<file path="src/rtl/gpu_raster_if.sv">
// Command/status and framebuffer RAM signals of the 1-bpp raster engine.
//   slave  : the raster engine (consumes commands and RAM read data; drives
//            status and RAM address/enables/write data)
//   master : the command decoder / RAM side that drives the engine
interface gpu_raster_if #(
   parameter int XW        = 9,
   parameter int YW        = 8,
   parameter int WORD_BITS = 8
);
   logic                 cmd_valid;
   logic [1:0]           cmd_op;
   logic [1:0]           cmd_rop;
   logic [XW-1:0]        src_x;
   logic [YW-1:0]        src_y;
   logic [XW-1:0]        dst_x;
   logic [YW-1:0]        dst_y;
   logic [XW-1:0]        op_w;
   logic [YW-1:0]        op_h;
   logic                 fill_value;
   logic [WORD_BITS-1:0] wr_word;
   logic                 mem_rd_data;

   logic [XW-1:0]        mem_x;
   logic [YW-1:0]        mem_y;
   logic                 mem_rd_en;
   logic                 mem_wr_en;
   logic                 mem_wr_data;
   logic                 busy;
   logic                 done;
   logic                 error;
   logic [WORD_BITS-1:0] rd_word;
   logic                 rd_word_valid;

   modport slave (
      input  cmd_valid, cmd_op, cmd_rop, src_x, src_y, dst_x, dst_y,
             op_w, op_h, fill_value, wr_word, mem_rd_data,
      output mem_x, mem_y, mem_rd_en, mem_wr_en, mem_wr_data,
             busy, done, error, rd_word, rd_word_valid
   );

   modport master (
      output cmd_valid, cmd_op, cmd_rop, src_x, src_y, dst_x, dst_y,
             op_w, op_h, fill_value, wr_word, mem_rd_data,
      input  mem_x, mem_y, mem_rd_en, mem_wr_en, mem_wr_data,
             busy, done, error, rd_word, rd_word_valid
   );
endinterface

</file>
<file path="src/rtl/gpu_raster_engine.sv">
// 1-bit-per-pixel raster engine: rectangle FILL, overlap-safe BLIT with
// raster ops, and packed WORD_BITS-wide read/write. At most one RAM access
// per cycle; the engine owns the RAM address/enable lines while busy.
// Ports:
//   clk   - clock, rising edge
//   rst_n - asynchronous active-low reset
//   bus   - gpu_raster_if.slave: command inputs, status outputs, RAM port
//
// state  | meaning
// -------+------------------------------------------------------------
// IDLE   | waiting for a command
// FILL   | one pixel write per cycle, row-major
// B_RDS  | BLIT: read source pixel
// B_RDD  | BLIT: capture source bit, read destination (XOR/OR only)
// B_CAP  | BLIT: capture destination bit, register raster-op result
// B_WR   | BLIT: write result, step offsets
// W_RD   | READ_WORD: WORD_BITS reads plus one trailing capture cycle
// W_WR   | WRITE_WORD: WORD_BITS writes
// DONE   | one-cycle done pulse (also after a rejected command)
module gpu_raster_engine #(
   parameter int WIDTH     = 320,
   parameter int HEIGHT    = 200,
   parameter int XW        = 9,
   parameter int YW        = 8,
   parameter int WORD_BITS = 8
) (
   input logic         clk,
   input logic         rst_n,
   gpu_raster_if.slave bus
);
   localparam int IW = $clog2(WORD_BITS + 1);
   localparam logic [IW-1:0] WB_I  = IW'(WORD_BITS);
   localparam logic [XW:0]   LIM_X = (XW+1)'(WIDTH);
   localparam logic [YW:0]   LIM_Y = (YW+1)'(HEIGHT);
   localparam logic [XW:0]   WB_X  = (XW+1)'(WORD_BITS);

   localparam logic [1:0] OP_FILL = 2'd0;
   localparam logic [1:0] OP_BLIT = 2'd1;
   localparam logic [1:0] OP_RDW  = 2'd2;

   typedef enum logic [3:0] {
      S_IDLE, S_FILL, S_BRDS, S_BRDD, S_BCAP, S_BWR, S_WRD, S_WWR, S_DONE
   } state_t;

   state_t r_state, w_state_nx;

   logic [1:0]           r_op, r_rop;
   logic [XW-1:0]        r_sx, r_dx, r_w, r_ox;
   logic [YW-1:0]        r_sy, r_dy, r_h, r_oy;
   logic                 r_fill, r_rev, r_src_bit, r_res, r_error;
   logic [WORD_BITS-1:0] r_wr_sh, r_acc, r_rd_word;
   logic [IW-1:0]        r_i;

   logic                 w_busy, w_accept, w_reject, w_rev_in, w_last, w_rop_res;
   logic [XW:0]          w_dx_end, w_sx_end, w_dwx_end, w_swx_end;
   logic [YW:0]          w_dy_end, w_sy_end;
   logic [WORD_BITS-1:0] w_acc_next;

   // A rejected command parks in DONE with error set; busy stays low there.
   assign w_busy   = (r_state != S_IDLE) && !((r_state == S_DONE) && r_error);
   assign w_accept = bus.cmd_valid && !w_busy;

   // Bounds are checked one bit wider so that x+w cannot wrap.
   assign w_dx_end  = {1'b0, bus.dst_x} + {1'b0, bus.op_w};
   assign w_sx_end  = {1'b0, bus.src_x} + {1'b0, bus.op_w};
   assign w_dy_end  = {1'b0, bus.dst_y} + {1'b0, bus.op_h};
   assign w_sy_end  = {1'b0, bus.src_y} + {1'b0, bus.op_h};
   assign w_dwx_end = {1'b0, bus.dst_x} + WB_X;
   assign w_swx_end = {1'b0, bus.src_x} + WB_X;

   always_comb begin
      w_reject = 1'b0;
      case (bus.cmd_op)
         OP_FILL: w_reject = (bus.op_w == '0) || (bus.op_h == '0) ||
                             (w_dx_end > LIM_X) || (w_dy_end > LIM_Y);
         OP_BLIT: w_reject = (bus.op_w == '0) || (bus.op_h == '0) ||
                             (w_dx_end > LIM_X) || (w_dy_end > LIM_Y) ||
                             (w_sx_end > LIM_X) || (w_sy_end > LIM_Y);
         OP_RDW:  w_reject = (w_swx_end > LIM_X) || ({1'b0, bus.src_y} >= LIM_Y);
         default: w_reject = (w_dwx_end > LIM_X) || ({1'b0, bus.dst_y} >= LIM_Y);
      endcase
   end

   // Walking backwards when the destination lies after the source keeps
   // overlapping copies from reading already-overwritten pixels.
   assign w_rev_in = (bus.dst_y > bus.src_y) ||
                     ((bus.dst_y == bus.src_y) && (bus.dst_x > bus.src_x));

   assign w_last = r_rev ? ((r_ox == '0) && (r_oy == '0))
                         : ((r_ox == r_w - 1'b1) && (r_oy == r_h - 1'b1));

   assign w_acc_next = {bus.mem_rd_data, r_acc[WORD_BITS-1:1]};

   always_comb begin
      case (r_rop)
         2'd0:    w_rop_res = r_src_bit;
         2'd1:    w_rop_res = ~r_src_bit;
         2'd2:    w_rop_res = r_src_bit ^ bus.mem_rd_data;
         default: w_rop_res = r_src_bit | bus.mem_rd_data;
      endcase
   end

   always_ff @(posedge clk or negedge rst_n) begin
      if (!rst_n) r_state <= S_IDLE;
      else        r_state <= w_state_nx;
   end

   always_comb begin
      w_state_nx = r_state;
      case (r_state)
         S_IDLE, S_DONE: begin
            w_state_nx = S_IDLE;
            if (w_accept) begin
               if (w_reject) w_state_nx = S_DONE;
               else begin
                  case (bus.cmd_op)
                     OP_FILL: w_state_nx = S_FILL;
                     OP_BLIT: w_state_nx = S_BRDS;
                     OP_RDW:  w_state_nx = S_WRD;
                     default: w_state_nx = S_WWR;
                  endcase
               end
            end
         end
         S_FILL:  if (w_last) w_state_nx = S_DONE;
         S_BRDS:  w_state_nx = S_BRDD;
         S_BRDD:  w_state_nx = S_BCAP;
         S_BCAP:  w_state_nx = S_BWR;
         S_BWR:   w_state_nx = w_last ? S_DONE : S_BRDS;
         S_WRD:   if (r_i == WB_I) w_state_nx = S_DONE;
         S_WWR:   if (r_i == WB_I - 1'b1) w_state_nx = S_DONE;
         default: w_state_nx = S_IDLE;
      endcase
   end

   always_ff @(posedge clk or negedge rst_n) begin
      if (!rst_n) begin
         r_op      <= '0;
         r_rop     <= '0;
         r_sx      <= '0;
         r_sy      <= '0;
         r_dx      <= '0;
         r_dy      <= '0;
         r_w       <= '0;
         r_h       <= '0;
         r_ox      <= '0;
         r_oy      <= '0;
         r_fill    <= 1'b0;
         r_rev     <= 1'b0;
         r_src_bit <= 1'b0;
         r_res     <= 1'b0;
         r_error   <= 1'b0;
         r_wr_sh   <= '0;
         r_acc     <= '0;
         r_rd_word <= '0;
         r_i       <= '0;
      end else if (w_accept) begin
         r_error <= w_reject;
         r_op    <= bus.cmd_op;
         r_rop   <= bus.cmd_rop;
         r_sx    <= bus.src_x;
         r_sy    <= bus.src_y;
         r_dx    <= bus.dst_x;
         r_dy    <= bus.dst_y;
         r_w     <= bus.op_w;
         r_h     <= bus.op_h;
         r_fill  <= bus.fill_value;
         r_wr_sh <= bus.wr_word;
         r_i     <= '0;
         r_rev   <= (bus.cmd_op == OP_BLIT) && w_rev_in;
         if ((bus.cmd_op == OP_BLIT) && w_rev_in) begin
            r_ox <= bus.op_w - 1'b1;
            r_oy <= bus.op_h - 1'b1;
         end else begin
            r_ox <= '0;
            r_oy <= '0;
         end
      end else begin
         case (r_state)
            S_FILL, S_BWR: begin
               if (!w_last) begin
                  if (r_rev) begin
                     if (r_ox == '0) begin
                        r_ox <= r_w - 1'b1;
                        r_oy <= r_oy - 1'b1;
                     end else r_ox <= r_ox - 1'b1;
                  end else begin
                     if (r_ox == r_w - 1'b1) begin
                        r_ox <= '0;
                        r_oy <= r_oy + 1'b1;
                     end else r_ox <= r_ox + 1'b1;
                  end
               end
            end
            S_BRDD: r_src_bit <= bus.mem_rd_data;
            S_BCAP: r_res     <= w_rop_res;
            S_WRD: begin
               r_i <= r_i + 1'b1;
               if (r_i != '0) r_acc <= w_acc_next;
               if (r_i == WB_I) r_rd_word <= w_acc_next;
            end
            S_WWR: begin
               r_i     <= r_i + 1'b1;
               r_wr_sh <= r_wr_sh >> 1;
            end
            default: ;
         endcase
      end
   end

   always_comb begin
      bus.mem_x         = '0;
      bus.mem_y         = '0;
      bus.mem_rd_en     = 1'b0;
      bus.mem_wr_en     = 1'b0;
      bus.mem_wr_data   = 1'b0;
      bus.busy          = w_busy;
      bus.done          = (r_state == S_DONE);
      bus.error         = r_error;
      bus.rd_word       = r_rd_word;
      bus.rd_word_valid = (r_state == S_DONE) && (r_op == OP_RDW) && !r_error;
      case (r_state)
         S_FILL: begin
            bus.mem_x       = r_dx + r_ox;
            bus.mem_y       = r_dy + r_oy;
            bus.mem_wr_en   = 1'b1;
            bus.mem_wr_data = r_fill;
         end
         S_BRDS: begin
            bus.mem_x     = r_sx + r_ox;
            bus.mem_y     = r_sy + r_oy;
            bus.mem_rd_en = 1'b1;
         end
         S_BRDD: begin
            bus.mem_x     = r_dx + r_ox;
            bus.mem_y     = r_dy + r_oy;
            bus.mem_rd_en = r_rop[1];
         end
         S_BCAP: begin
            bus.mem_x = r_dx + r_ox;
            bus.mem_y = r_dy + r_oy;
         end
         S_BWR: begin
            bus.mem_x       = r_dx + r_ox;
            bus.mem_y       = r_dy + r_oy;
            bus.mem_wr_en   = 1'b1;
            bus.mem_wr_data = r_res;
         end
         S_WRD: begin
            bus.mem_x     = r_sx + XW'(r_i);
            bus.mem_y     = r_sy;
            bus.mem_rd_en = (r_i != WB_I);
         end
         S_WWR: begin
            bus.mem_x       = r_dx + XW'(r_i);
            bus.mem_y       = r_dy;
            bus.mem_wr_en   = 1'b1;
            bus.mem_wr_data = r_wr_sh[0];
         end
         default: ;
      endcase
   end
endmodule

</file>
<file path="src/flat_wrapper.sv">
// flat-port wrapper written by rule: the top's interface ports become plain ports
module gpu_raster_engine_flat 
#(
   parameter int WIDTH     = 320,
   parameter int HEIGHT    = 200,
   parameter int XW        = 9,
   parameter int YW        = 8,
   parameter int WORD_BITS = 8
)
  (clk, rst_n, bus_cmd_valid, bus_cmd_op, bus_cmd_rop, bus_src_x, bus_src_y, bus_dst_x, bus_dst_y, bus_op_w, bus_op_h, bus_fill_value, bus_wr_word, bus_mem_rd_data, bus_mem_x, bus_mem_y, bus_mem_rd_en, bus_mem_wr_en, bus_mem_wr_data, bus_busy, bus_done, bus_error, bus_rd_word, bus_rd_word_valid);
  gpu_raster_if #(.XW(XW), .YW(YW), .WORD_BITS(WORD_BITS)) bus_i ();
  input logic clk;
  input logic rst_n;
  input wire logic [$bits(bus_i.cmd_valid)-1:0] bus_cmd_valid;
  input wire logic [$bits(bus_i.cmd_op)-1:0] bus_cmd_op;
  input wire logic [$bits(bus_i.cmd_rop)-1:0] bus_cmd_rop;
  input wire logic [$bits(bus_i.src_x)-1:0] bus_src_x;
  input wire logic [$bits(bus_i.src_y)-1:0] bus_src_y;
  input wire logic [$bits(bus_i.dst_x)-1:0] bus_dst_x;
  input wire logic [$bits(bus_i.dst_y)-1:0] bus_dst_y;
  input wire logic [$bits(bus_i.op_w)-1:0] bus_op_w;
  input wire logic [$bits(bus_i.op_h)-1:0] bus_op_h;
  input wire logic [$bits(bus_i.fill_value)-1:0] bus_fill_value;
  input wire logic [$bits(bus_i.wr_word)-1:0] bus_wr_word;
  input wire logic [$bits(bus_i.mem_rd_data)-1:0] bus_mem_rd_data;
  output wire logic [$bits(bus_i.mem_x)-1:0] bus_mem_x;
  output wire logic [$bits(bus_i.mem_y)-1:0] bus_mem_y;
  output wire logic [$bits(bus_i.mem_rd_en)-1:0] bus_mem_rd_en;
  output wire logic [$bits(bus_i.mem_wr_en)-1:0] bus_mem_wr_en;
  output wire logic [$bits(bus_i.mem_wr_data)-1:0] bus_mem_wr_data;
  output wire logic [$bits(bus_i.busy)-1:0] bus_busy;
  output wire logic [$bits(bus_i.done)-1:0] bus_done;
  output wire logic [$bits(bus_i.error)-1:0] bus_error;
  output wire logic [$bits(bus_i.rd_word)-1:0] bus_rd_word;
  output wire logic [$bits(bus_i.rd_word_valid)-1:0] bus_rd_word_valid;
  assign bus_i.cmd_valid = bus_cmd_valid;
  assign bus_i.cmd_op = bus_cmd_op;
  assign bus_i.cmd_rop = bus_cmd_rop;
  assign bus_i.src_x = bus_src_x;
  assign bus_i.src_y = bus_src_y;
  assign bus_i.dst_x = bus_dst_x;
  assign bus_i.dst_y = bus_dst_y;
  assign bus_i.op_w = bus_op_w;
  assign bus_i.op_h = bus_op_h;
  assign bus_i.fill_value = bus_fill_value;
  assign bus_i.wr_word = bus_wr_word;
  assign bus_i.mem_rd_data = bus_mem_rd_data;
  assign bus_mem_x = bus_i.mem_x;
  assign bus_mem_y = bus_i.mem_y;
  assign bus_mem_rd_en = bus_i.mem_rd_en;
  assign bus_mem_wr_en = bus_i.mem_wr_en;
  assign bus_mem_wr_data = bus_i.mem_wr_data;
  assign bus_busy = bus_i.busy;
  assign bus_done = bus_i.done;
  assign bus_error = bus_i.error;
  assign bus_rd_word = bus_i.rd_word;
  assign bus_rd_word_valid = bus_i.rd_word_valid;
  gpu_raster_engine #(.WIDTH(WIDTH), .HEIGHT(HEIGHT), .XW(XW), .YW(YW), .WORD_BITS(WORD_BITS)) u_core (.clk(clk), .rst_n(rst_n), .bus(bus_i));
endmodule
</file>
<file path="config.mk">
export PLATFORM = sky130hd
export DESIGN_NAME = gpu_raster_engine_flat
export DESIGN_NICKNAME = d
export VERILOG_FILES = /design/src/rtl/gpu_raster_if.sv /design/src/rtl/gpu_raster_engine.sv /design/src/flat_wrapper.sv
export SDC_FILE = /design/constraint.sdc
export NUM_CORES = 1
export LEC_CHECK = 0
export ABC_AREA = 1
export BUFFER_PORTS_ARGS = -buffer_cell sky130_fd_sc_hd__buf_2
export CAP_MARGIN = 5
export CORE_MARGIN = 8
export CORE_UTILIZATION = 35
export DETAILED_ROUTE_END_ITERATION = 7
export GPL_TIMING_DRIVEN = 0
export SLEW_MARGIN = 20
export SYNTH_ARGS = -nofsm -noshare
export SYNTH_HDL_FRONTEND = slang
export SYNTH_SLANG_ARGS = --single-unit
</file>
<file path="constraint.sdc">
create_clock -name clk -period 6.2 [get_ports clk]
set_input_delay 0.31 -clock clk [delete_from_list [all_inputs] [get_ports clk]]
set_output_delay 0.31 -clock clk [all_outputs]
set_load 0.05 [all_outputs]
</file>
==> run metrics, run 1 <==
initial antenna violation count 0; Sw Share 54.6%; Post CTS Setup Buffer Count 0; post-place setup slack 1370 ps; DR WL met2 14500 um; WL met1 14200 um; most common cell after layout, fill and taps aside nand2_1; Critical R2R Capture u_core.r_oy[0]$_DFFE_PN0P_; clock skew 11.3 ps; max cap viols 0; crit-path cells nor2_1, inv_1, nor2_1, a21oi_1, nand2_1, buf_2, buf_2, a21oi_1, ha_1, inv_1, fa_1, o21ai_0, nand2_1, nand2_1, a21oi_1, nor2_1, nor2_1, nor2_1, nor3_1, nand3b_1, o21ai_0, buf_2; wirelength, routed 30800 um; Post-Syn Instances 1462; num ports 100; slew at the pin closest to its max-slew limit 1010 ps; routed wl met3 1420 um; CP Data Arrival Time 4930 ps; H-tree depth 3; crit share post-route 84.5%; hold_buf cts 1; status completed; CP endpoint kind output pin; Remaining DRCs 0; first-pass GRT wire length 49500 um; clk buf depth 2; Reg power frac 25.0%; CP required 5890 ps; number of diodes 0; Seq cells post-synth 108; Synth Net Count 1631; fin nets 1743; Clk pwr share 12.1%; Die Span X 184 um; GR Overflow Total 0; Area Growth Syn to Fin 13.4%; Leakage 5.97 nW; Hold Path Class input port to flop; drt first pass iters 6; largest net degree at the start of global routing 68; WP depth 22; Critical Path Start u_core.r_state[0]$_DFFE_PN0P_; multi-input logic area 6220 um^2; DRT iter0 DRCs 794; Synth cell types 58; Cell Rows 61; post-DR wirelength/cell 15.7 um; post-cts sizing count 0; overall routing resource usage 18.3%; VDD IR max 0.272 mV; Comb pwr share 62.9%; Final ANT Viol Nets 0; die area 34000 um^2; Reg clk slew, reported paths 90 ps; CTS buffer count 9; CTS sink count 108; internal power 2.30 mW; Worst path top cell family by delay compound AO/OA/AOI/OAI gates; Initial Util 35.6%; RSZ-0062 raised after global routing no; Die Span Y 184 um; Final Hold Violating Endpoints 0; register-to-register setup slack 3440 ps; RePlAce Congestion 0.896; hpwl dp 25200 um; worst reg2reg startpoint u_core.r_ox[0]$_DFFE_PN0P_; DR top layer met4; Slew headroom 32.0%; core area 27900 um^2; via count 9820; fill cell count 2957; achievable frequency 191 MHz; hold slack 151 ps; CTS Root Cell clkbuf_16; YS warnings 0; CP max FO 10; worst setup margin 961 ps; Synth Cell Area 9920 um^2; share of post-route cells with drive strength above 1 10.1%; commonest non-fill, non-tap cells in the layout nand2_1 (422), inv_1 (217), o21ai_0 (126); # setup viols final 0; slowest stage delay, CP 500 ps; Post-synth EDFFs 0; Buf/Inv on CP 5; CTS tree yes; pwr dens 450 nW/um^2; Skew-Pair Late Insertion Delay 370 ps; Via density 5.02; # port buffers 99; Synth async-reset ratio 100%; CP endpoint bus_mem_x[8]; crit path kind flop to output pin; sequential fraction of the synthesis area 27.2%; Sw Pwr 2.76 mW; Max Slew Vio Count 0; minimum clock period 5240 ps; CP max stage cell dfrtp_1; setup total negative slack 0 ps; startpoint types flop; syn_area_per_cell 6.79 um^2; vias in the first global route 9394; FF-to-FF path depth 12; top_reg_cell synth dfrtp_1; register area 2700 um^2; most frequent CP cell nor2_1
==> worst reg2reg max path, delay by kind of cell, from the launching register on <==
| kind | cells | cell delay [ps] |
|---|---|---|
| AND/OR/NAND/NOR | 8 | 1310 |
| adder cells (fa/ha/maj) | 1 | 250 |
| flip-flops | 1 | 490 |
| buffers and inverters | 3 | 600 |
==> cell usage after synthesis (3+ instances only) <==
| master | n | area share [%] |
|---|---|---|
| fa_1 | 8 | 1.6 |
| nor2_1 | 92 | 3.5 |
| xnor2_1 | 9 | 0.79 |
| nor2_2 | 5 | 0.32 |
| inv_1 | 217 | 8.2 |
| a31oi_1 | 4 | 0.25 |
| o21ai_0 | 126 | 6.4 |
| nand3_1 | 96 | 4.8 |
| o221ai_1 | 5 | 0.44 |
| nor3_1 | 16 | 0.81 |
| buf_6 | 4 | 0.45 |
| nand3b_1 | 14 | 1.1 |
| xor2_1 | 40 | 3.5 |
| o22ai_1 | 5 | 0.32 |
| inv_2 | 3 | 0.11 |
| a22oi_1 | 3 | 0.23 |
| nand4_1 | 22 | 1.4 |
| o21ai_2 | 5 | 0.44 |
| nor3_2 | 3 | 0.30 |
| clkbuf_1 | 18 | 0.68 |
| o21ai_1 | 17 | 0.86 |
| a21oi_1 | 63 | 3.2 |
| buf_2 | 7 | 0.35 |
| o211ai_1 | 7 | 0.53 |
| nor4_1 | 3 | 0.19 |
| nand2_1 | 422 | 16 |
| ha_1 | 93 | 12 |
| or2_2 | 4 | 0.25 |
| dfrtp_1 | 108 | 27 |
==> flip-flops by register name, summed over array words and instances (netlist names) <==
signal	cells
u_core.r_res	1
u_core.r_state	4
u_core.r_w	9
u_core.r_ox	9
u_core.bus.rd_word	8
u_core.r_dx	9
u_core.r_h	8
u_core.r_acc	7
u_core.r_sx	9
u_core.r_src_bit	1
u_core.r_rop	2
u_core.r_i	4
u_core.r_op	2
u_core.r_fill	1
u_core.r_dy	8
u_core.r_oy	8
u_core.r_rev	1
u_core.r_sy	8
u_core.r_wr_sh	8
u_core.bus.error	1
==> cell type report <==
class	instances	area share (%)
clock buffer	9	2.00
buffer	31	1.39
tap	378	4.20
inverter	223	7.46
timing repair buffer	101	4.79
clock inverter	7	0.812
multi-input combinational	1100	55.3
sequential	108	24.0
==> worst min path at each step <==
stage / start / end / cells past startpoint
2_1_floorplan: rst_n / u_core.bus.error$_DFFE_PN0P_ / 0
3_3_place_gp: u_core.r_acc[6]$_DFFE_PN0P_ / u_core.r_acc[6]$_DFFE_PN0P_ / 2
3_5_place_dp: rst_n / u_core.r_sy[1]$_DFFE_PN0P_ / 1
4_1_cts: bus_fill_value / u_core.r_fill$_DFFE_PN0P_ / 3
5_1_grt: bus_fill_value / u_core.r_fill$_DFFE_PN0P_ / 3
6_report: bus_fill_value / u_core.r_fill$_DFFE_PN0P_ / 3
==> power groups by stage <==
| stage | sequential (mW) | clock [mW] | combinational [mW] |
|---|---|---|---|
| after global placement | 1.26 | 0 | 3.12 |
| after CTS | 1.25 | 0.624 | 3.19 |
| final | 1.26 | 0.612 | 3.19 |
| after global routing | 1.30 | 0.651 | 3.59 |
| after floorplan | 1.18 | 0 | 2.39 |
| after detailed placement | 1.27 | 0 | 3.17 |
==> per-layer routing <==
layer / global-route usage, % / vias up
met3: 2.22 / 30
met2: 30.8 / 246
met1: 24.3 / 4554
li1: - / 4990
met5: 0 / -
met4: 5.68 / 0
==> cell families (layout without fill, tap and decap cells) <==
kind of cell	after synthesis	in the layout	share of synthesized area, %
multiplexers	1	1	0.113
AND/OR/NAND/NOR	692	692	29.9
adder cells (fa/ha/maj)	101	101	13.3
buffers and inverters	254	371	10.0
flip-flops	108	108	27.2
AO/OA/AOI/OAI	254	254	14.3
XOR/XNOR	52	52	5.02
==> per-stage QoR <==
step / total power [mW] / instances / util [%] / area [um^2]
after detailed placement: 4.44 / 1940 / 39.2 / 10900
final: 5.06 / 1957 / 40.4 / 11300
after global placement: 4.38 / 1939 / 39.1 / 10900
after CTS: 5.07 / 1957 / 40.4 / 11300
after floorplan: 3.56 / 1462 / - / 9920
after global routing: 5.54 / 1957 / 40.4 / 11300
(Power assumes the default switching activity.)
==> run 2: changes to the inputs <==
Clock period 6.2 ns to 5.15 ns, I/O delays scaled along.
==> run 2 against run 1 <==
Compared with the run above:
- critical path depth stayed put
- die area did not move
- wire length fell by 0.13%
- register-to-register slack got worse by 1000 ps
- global-route usage is the same
- highest routed layer unchanged
- first-iteration DRC count rose by 12%
- cell count about the same
- utilization rose by 0.058 points
==> run metrics, run 2 (same netlist as run 1, synthesis figures left out) <==
Reg power frac 24.9% (about the same); RSZ-0062 raised after global routing no; num ports 100 (unchanged); Post-DP Area 10900 um^2 (unchanged); share of post-route cells with drive strength above 1 10.5% (+0.32 points); Post CTS Setup Buffer Count 0 (unchanged); commonest non-fill, non-tap cells in the layout nand2_1 (422), inv_1 (217), o21ai_0 (125); cell area after layout 11300 um^2 (+0.14%); FF-to-FF path depth 12 (unchanged); DRT iter0 DRCs 890 (+12%); internal power 2.78 mW (+21%); pwr dens 542 nW/um^2 (+21%); hpwl dp 25200 um (unchanged); Initial Util 35.6% (unchanged); Comb pwr share 63.0% (about the same); initial antenna violation count 0 (unchanged); GR Overflow Total 0 (unchanged); Reg clk slew, reported paths 90 ps (about the same); CP Data Arrival Time 4560 ps (-370 ps); CP endpoint kind output pin; Skew-Pair Late Insertion Delay 370 ps (about the same); most common cell after layout, fill and taps aside nand2_1; # port buffers 99 (unchanged); Max Slew Vio Count 0 (unchanged); CTS sink count 108 (unchanged); setup total negative slack 0 ps (unchanged); fin nets 1742 (-0.057%); CTS tree yes; via count 9765 (-0.56%); Die Span Y 184 um (unchanged); Sw Share 54.5% (-0.14 points); Cell Rows 61 (unchanged); register-to-register setup slack 2410 ps (-1030 ps); Critical Path Start u_core.r_state[3]$_DFFE_PN0P_; CP endpoint bus_mem_x[8]; VDD IR max 0.328 mV (+21%); Final ANT Viol Nets 0 (unchanged); Hold Path Class input port to flop; post-place setup slack 376 ps (-997 ps); Leakage 5.97 nW (about the same); Slew headroom 33.3% (+1.3 points); worst setup margin 335 ps (-626 ps); drt first pass iters 6 (unchanged); hold slack 99.3 ps (-52.0 ps); Critical R2R Capture u_core.r_oy[0]$_DFFE_PN0P_; CP required 4890 ps (-1000 ps); crit share post-route 93.5%; worst reg2reg startpoint u_core.r_ox[0]$_DFFE_PN0P_; slew at the pin closest to its max-slew limit 987 ps (-19.9 ps); Final Hold Violating Endpoints 0 (unchanged); status completed; Area Growth Syn to Fin 13.6%; first-pass GRT wire length 49500 um (unchanged); Via density 4.99 (-0.51%); startpoint types flop; minimum clock period 4810 ps; overall routing resource usage 18.3% (unchanged); clk buf depth 2 (unchanged); core area 27900 um^2 (unchanged); largest net degree at the start of global routing 68 (unchanged); Remaining DRCs 0 (unchanged); CTS buffer count 9 (unchanged); Clk pwr share 12.1% (about the same); achievable frequency 208 MHz; CTS Root Cell clkbuf_16; RePlAce Congestion 0.896 (unchanged); clock skew 10.5 ps (-0.786 ps); vias in the first global route 9394 (unchanged); number of diodes 0 (unchanged); crit path kind flop to output pin; wirelength, routed 30800 um (-0.13%); Sw Pwr 3.33 mW (+20%); H-tree depth 3 (unchanged); Die Span X 184 um (unchanged); max cap viols 0 (unchanged); CP max FO 10 (unchanged); Hold Crit Depth 3 (unchanged); die area 34000 um^2 (unchanged); # setup viols final 0 (unchanged); post-DR wirelength/cell 15.7 um (about the same)
[run 2: cell types whose count changed in the layout (fill, tap and decap cells not counted), sizes merged]
cell and change:
buf -2, clkbuf +1
[run 2: power groups by stage]
stage / registers (mW) / logic [mW] / clock network (mW)
3_5_place_dp: 1.52 / 3.82 / 0
4_1_cts: 1.51 / 3.84 / 0.751
3_3_place_gp: 1.52 / 3.76 / 0
6_report: 1.52 / 3.85 / 0.739
5_1_grt: 1.56 / 4.34 / 0.784
2_1_floorplan: 1.42 / 2.87 / 0
[run 2: worst max-delay path, stage by stage, from the launching register on]
cell	delay [ps]
dfrtp_1	430
inv_1	80
nand2_1	100
nor2_1	120
a21oi_2	310
nand2_1	230
clkbuf_4	270
buf_2	220
a21oi_1	280
ha_1	190
inv_1	60
fa_1	390
o21ai_0	240
nand2_1	100
nand2_1	70
a21oi_1	70
nor2_1	140
nor2_1	60
nor2_1	130
nor3_1	60
nand3b_1	150
o21ai_0	190
buf_4	290
[run 2: stage by stage]
step | power [mW] | utilization, % | std cells
2_1_floorplan | 4.29 | - | 1462
6_report | 6.11 | 40.4 | 1956
4_1_cts | 6.10 | 40.4 | 1957
5_1_grt | 6.69 | 40.4 | 1956
3_3_place_gp | 5.27 | 39.1 | 1939
3_5_place_dp | 5.34 | 39.2 | 1940
[run 2: worst min path at each step]
stage,start,end,slack (ps)
5_1_grt,bus_fill_value,u_core.r_fill$_DFFE_PN0P_,90
2_1_floorplan,rst_n,u_core.bus.error$_DFFE_PN0P_,-40
4_1_cts,bus_fill_value,u_core.r_fill$_DFFE_PN0P_,90
3_5_place_dp,rst_n,u_core.r_sy[1]$_DFFE_PN0P_,210
6_report,bus_fill_value,u_core.r_fill$_DFFE_PN0P_,100
3_3_place_gp,u_core.r_acc[6]$_DFFE_PN0P_,u_core.r_acc[6]$_DFFE_PN0P_,470
[run 2: per-layer routing]
layer	GRT usage, %	share of wire [%]	vias to the layer above
li1	-	-	4986
met1	24.3	47	4519
met2	30.8	47	228
met3	2.22	4.1	32
met4	5.68	2.3	0
met5	0	0	-
[run 2: repair_timing]
| item | in CTS | in global routing |
|---|---|---|
| resized for setup | 1 | 11 |
| hold buffers | 1 | 0 |
| endpoints found under the hold margin | 41 | 0 |
| endpoints found under the setup margin | 2 | 3 |
[run 2: cell type report]
cell class,count,area (um^2)
fillers,2951,16600
well taps,378,473
inverters,223,840
repair buffers,101,544
clock inverters,7,91.3
clock buffers,9,225
plain buffers,30,158
multi-input cells,1100,6230
flip-flops and latches,108,2700
==> run 3: changes to the inputs <==
Settings changed: ABC_AREA 1 to 0, BUFFER_PORTS_ARGS -buffer_cell sky130_fd_sc_hd__buf_2 to not set, DONT_BUFFER_PORTS set to 1.
==> run 3 against run 2 <==
Compared with the run above:
- worst setup slack improved by 22 ps
- non-clock buffer count shrank 63
- clock skew rose by 4.0 ps
- synthesized area down 2.5%
- flip-flop and latch count unchanged
- via count shrank 12%
- first-iteration DRC count fell by 43%
- count of clock-buffer cells in the layout did not move
- design area down 4.4%
- synthesized cell count fell by 21%
- global-route usage about the same
- clock power up 6.0%
- critical endpoint is now bus_mem_x[6]
==> run metrics, run 3 <==
register-to-register setup slack 1720 ps (-690 ps); Critical R2R Capture u_core.r_oy[6]$_DFFE_PN0P_; clock skew 14.6 ps (+4.05 ps); core area 27500 um^2 (-1.4%); DRT iter0 DRCs 503 (-43%); Hold EP u_core.r_h[1]$_DFFE_PN0P_; Via density 5.61 (+12%); Reg clk slew, reported paths 80 ps (about the same); Placed Cells incl. Taps 1495 (-23%); Cell Rows 61 (unchanged); Area Growth Syn to Fin 11.4%; most instantiated library cell after synthesis nand2_1; CP max FO 10 (unchanged); hpwl dp 24500 um (-2.9%); syn_area_per_cell 8.42 um^2 (+24%); Seq cells post-synth 108 (unchanged); CP required 4890 ps (about the same); Die Span X 182 um (-1.2%); number of diodes 0 (unchanged); die area 33200 um^2 (-2.3%); clk buf depth 2 (unchanged); Final Hold Violating Endpoints 0 (unchanged); CTS sink count 108 (unchanged); VDD IR max 0.227 mV (-31%); sequential fraction of the synthesis area 27.9% (+0.71 points); leading area contributor after synthesis dfrtp_1; status completed; worst setup margin 358 ps (+22.4 ps); Synth async-reset ratio 100% (unchanged); # setup viols final 0 (unchanged); multi-input logic area 6600 um^2 (+5.8%); Yosys top cell area share 27.9% (+0.71 points); CP Data Arrival Time 4530 ps (-30 ps); CTS tree yes; most common cell after layout, fill and taps aside nand2_1; CP endpoint kind output pin; fill cell count 2801 (-5.1%); Skew-Pair Late Insertion Delay 360 ps (about the same); max cap viols 0 (unchanged); Remaining DRCs 0 (unchanged); startpoint types flop; Critical Path Start u_core.r_state[3]$_DFFE_PN0P_; minimum clock period 4790 ps (-22.4 ps); crit path kind flop to output pin; crit share post-route 93.1% (-0.43 points); fin nets 1352 (-22%); post-DR wirelength/cell 19.9 um (+26%); Synth area leaders dfrtp_1 (28%), ha_1 (12%), nand2_1 (6.6%); top_reg_cell synth dfrtp_1; # port buffers 0 (-100%); Max Slew Vio Count 0 (unchanged); achievable frequency 209 MHz (+0.47%); Synth cell types 73 (+26%); Hold Path Class input port to flop; first-pass GRT wire length 47700 um (-3.8%); Hold Path Origin bus_op_h[1]; worst reg2reg startpoint u_core.r_ox[4]$_DFFE_PN0P_; initial antenna violation count 0 (unchanged); Synth Net Count 1318 (-19%); vias in the first global route 8306 (-12%); Slew headroom 21.7% (-12 points); slew at the pin closest to its max-slew limit 1190 ps (+204 ps); share of post-route cells with drive strength above 1 7.58% (-2.9 points); Post-synth top cells nand2_1 (169), dfrtp_1 (108), ha_1 (93); register area 2700 um^2 (about the same); YS warnings 0 (unchanged); commonest non-fill, non-tap cells in the layout nand2_1 (169), dfrtp_1 (108), ha_1 (93); pwr dens 580 nW/um^2 (+6.9%); FF-to-FF path depth 11 (-1); Die Span Y 182 um (-1.2%); Post-Syn Instances 1149 (-21%); num ports 100 (unchanged); CTS Root Cell clkbuf_16; Initial Util 35.2% (-0.43 points); H-tree depth 3 (unchanged); RSZ-0062 raised after global routing no; Final Non-Filler Cells 1534 (-22%); via count 8601 (-12%); drt first pass iters 5 (-1); GR Overflow Total 0 (unchanged); CTS buffer count 9 (unchanged); Leakage 4.87 nW (-19%); Post-synth EDFFs 0 (unchanged); Synth Cell Area 9670 um^2 (-2.5%); RePlAce Congestion 0.884 (-1.4%); largest net degree at the start of global routing 109 (+60%); setup total negative slack 0 ps (unchanged); overall routing resource usage 18.3% (-0.046 points); Final ANT Viol Nets 0 (unchanged); post-place setup slack 262 ps (-113 ps); wirelength, routed 30500 um (-0.85%); Hold Crit Depth 2 (-1)
## run 3: cell families (layout without fill, tap and decap cells)
family / count (synthesis) / in the layout / synth area share, %
adder cells (fa/ha/maj): 101 / 101 / 13.7
buffers and inverters: 117 / 156 / 4.71
XOR/XNOR: 82 / 82 / 7.57
AND/OR/NAND/NOR: 405 / 405 / 20.0
AO/OA/AOI/OAI: 263 / 263 / 17.7
flip-flops: 108 / 108 / 27.9
multiplexers: 73 / 73 / 8.42
## run 3: worst max path at each step
stage,cells after the start,end,slack [ps]
5_1_grt,16,bus_mem_x[8],5
2_1_floorplan,13,bus_mem_x[6],720
3_5_place_dp,15,bus_mem_x[8],260
3_3_place_gp,14,bus_mem_x[6],-170
4_1_cts,14,bus_mem_x[6],50
6_report,14,bus_mem_x[6],360
## run 3: report_power, final
part	total [mW]	leakage (nW)	switching, mW	internal [mW]
registers	1.58	1.37	0.400	1.18
clock network	0.783	0.162	0.348	0.435
logic	3.88	3.33	2.45	1.42
total	6.24	4.87	3.20	3.04
## run 3: layout make-up
type	count	area share, %
plain buffers	45	1.73
clock buffers	9	2.09
clock inverters	7	0.988
inverters	72	2.51
multi-input cells	924	61.3
flip-flops and latches	108	25.1
well taps	346	4.02
repair buffers	23	2.30
## run 3: repair_timing
item | 4_1_cts | 5_1_grt
setup buffers | 0 | 0
gates resized for setup | 3 | 2
hold buffers | 23 | 0
hold endpoints to repair | 129 | 0
setup endpoints to repair | 3 | 2
## run 3: through the flow
| step | util (%) | hold slack [ps] | area [um^2] | power [mW] |
|---|---|---|---|---|
| 3_3_place_gp | 36.8 | -29.5 | 10100 | 5.26 |
| 2_1_floorplan | - | -38.1 | 9670 | 4.46 |
| 3_5_place_dp | 37.0 | -23.6 | 10200 | 5.39 |
| 4_1_cts | 39.1 | 1.23 | 10700 | 6.24 |
| 6_report | 39.2 | 5.49 | 10800 | 6.24 |
| 5_1_grt | 39.2 | 1.21 | 10800 | 6.71 |
## run 3: metal layers
layer,wire length [um],track usage [%]
met5,0,0
met4,262,3.25
met3,2130,3.70
met2,13600,28.8
met1,14500,25.7
## run 3: worst max-delay path: stages (launching register included)
cell	delay (ps)
dfrtp_1	440
clkbuf_1	410
a21oi_1	140
o21ai_2	250
clkbuf_2	380
mux2_2	220
ha_1	160
inv_1	60
fa_1	400
nor2b_1	110
o21ai_0	90
a21boi_0	310
o21ai_0	150
and3_1	210
o32ai_2	830
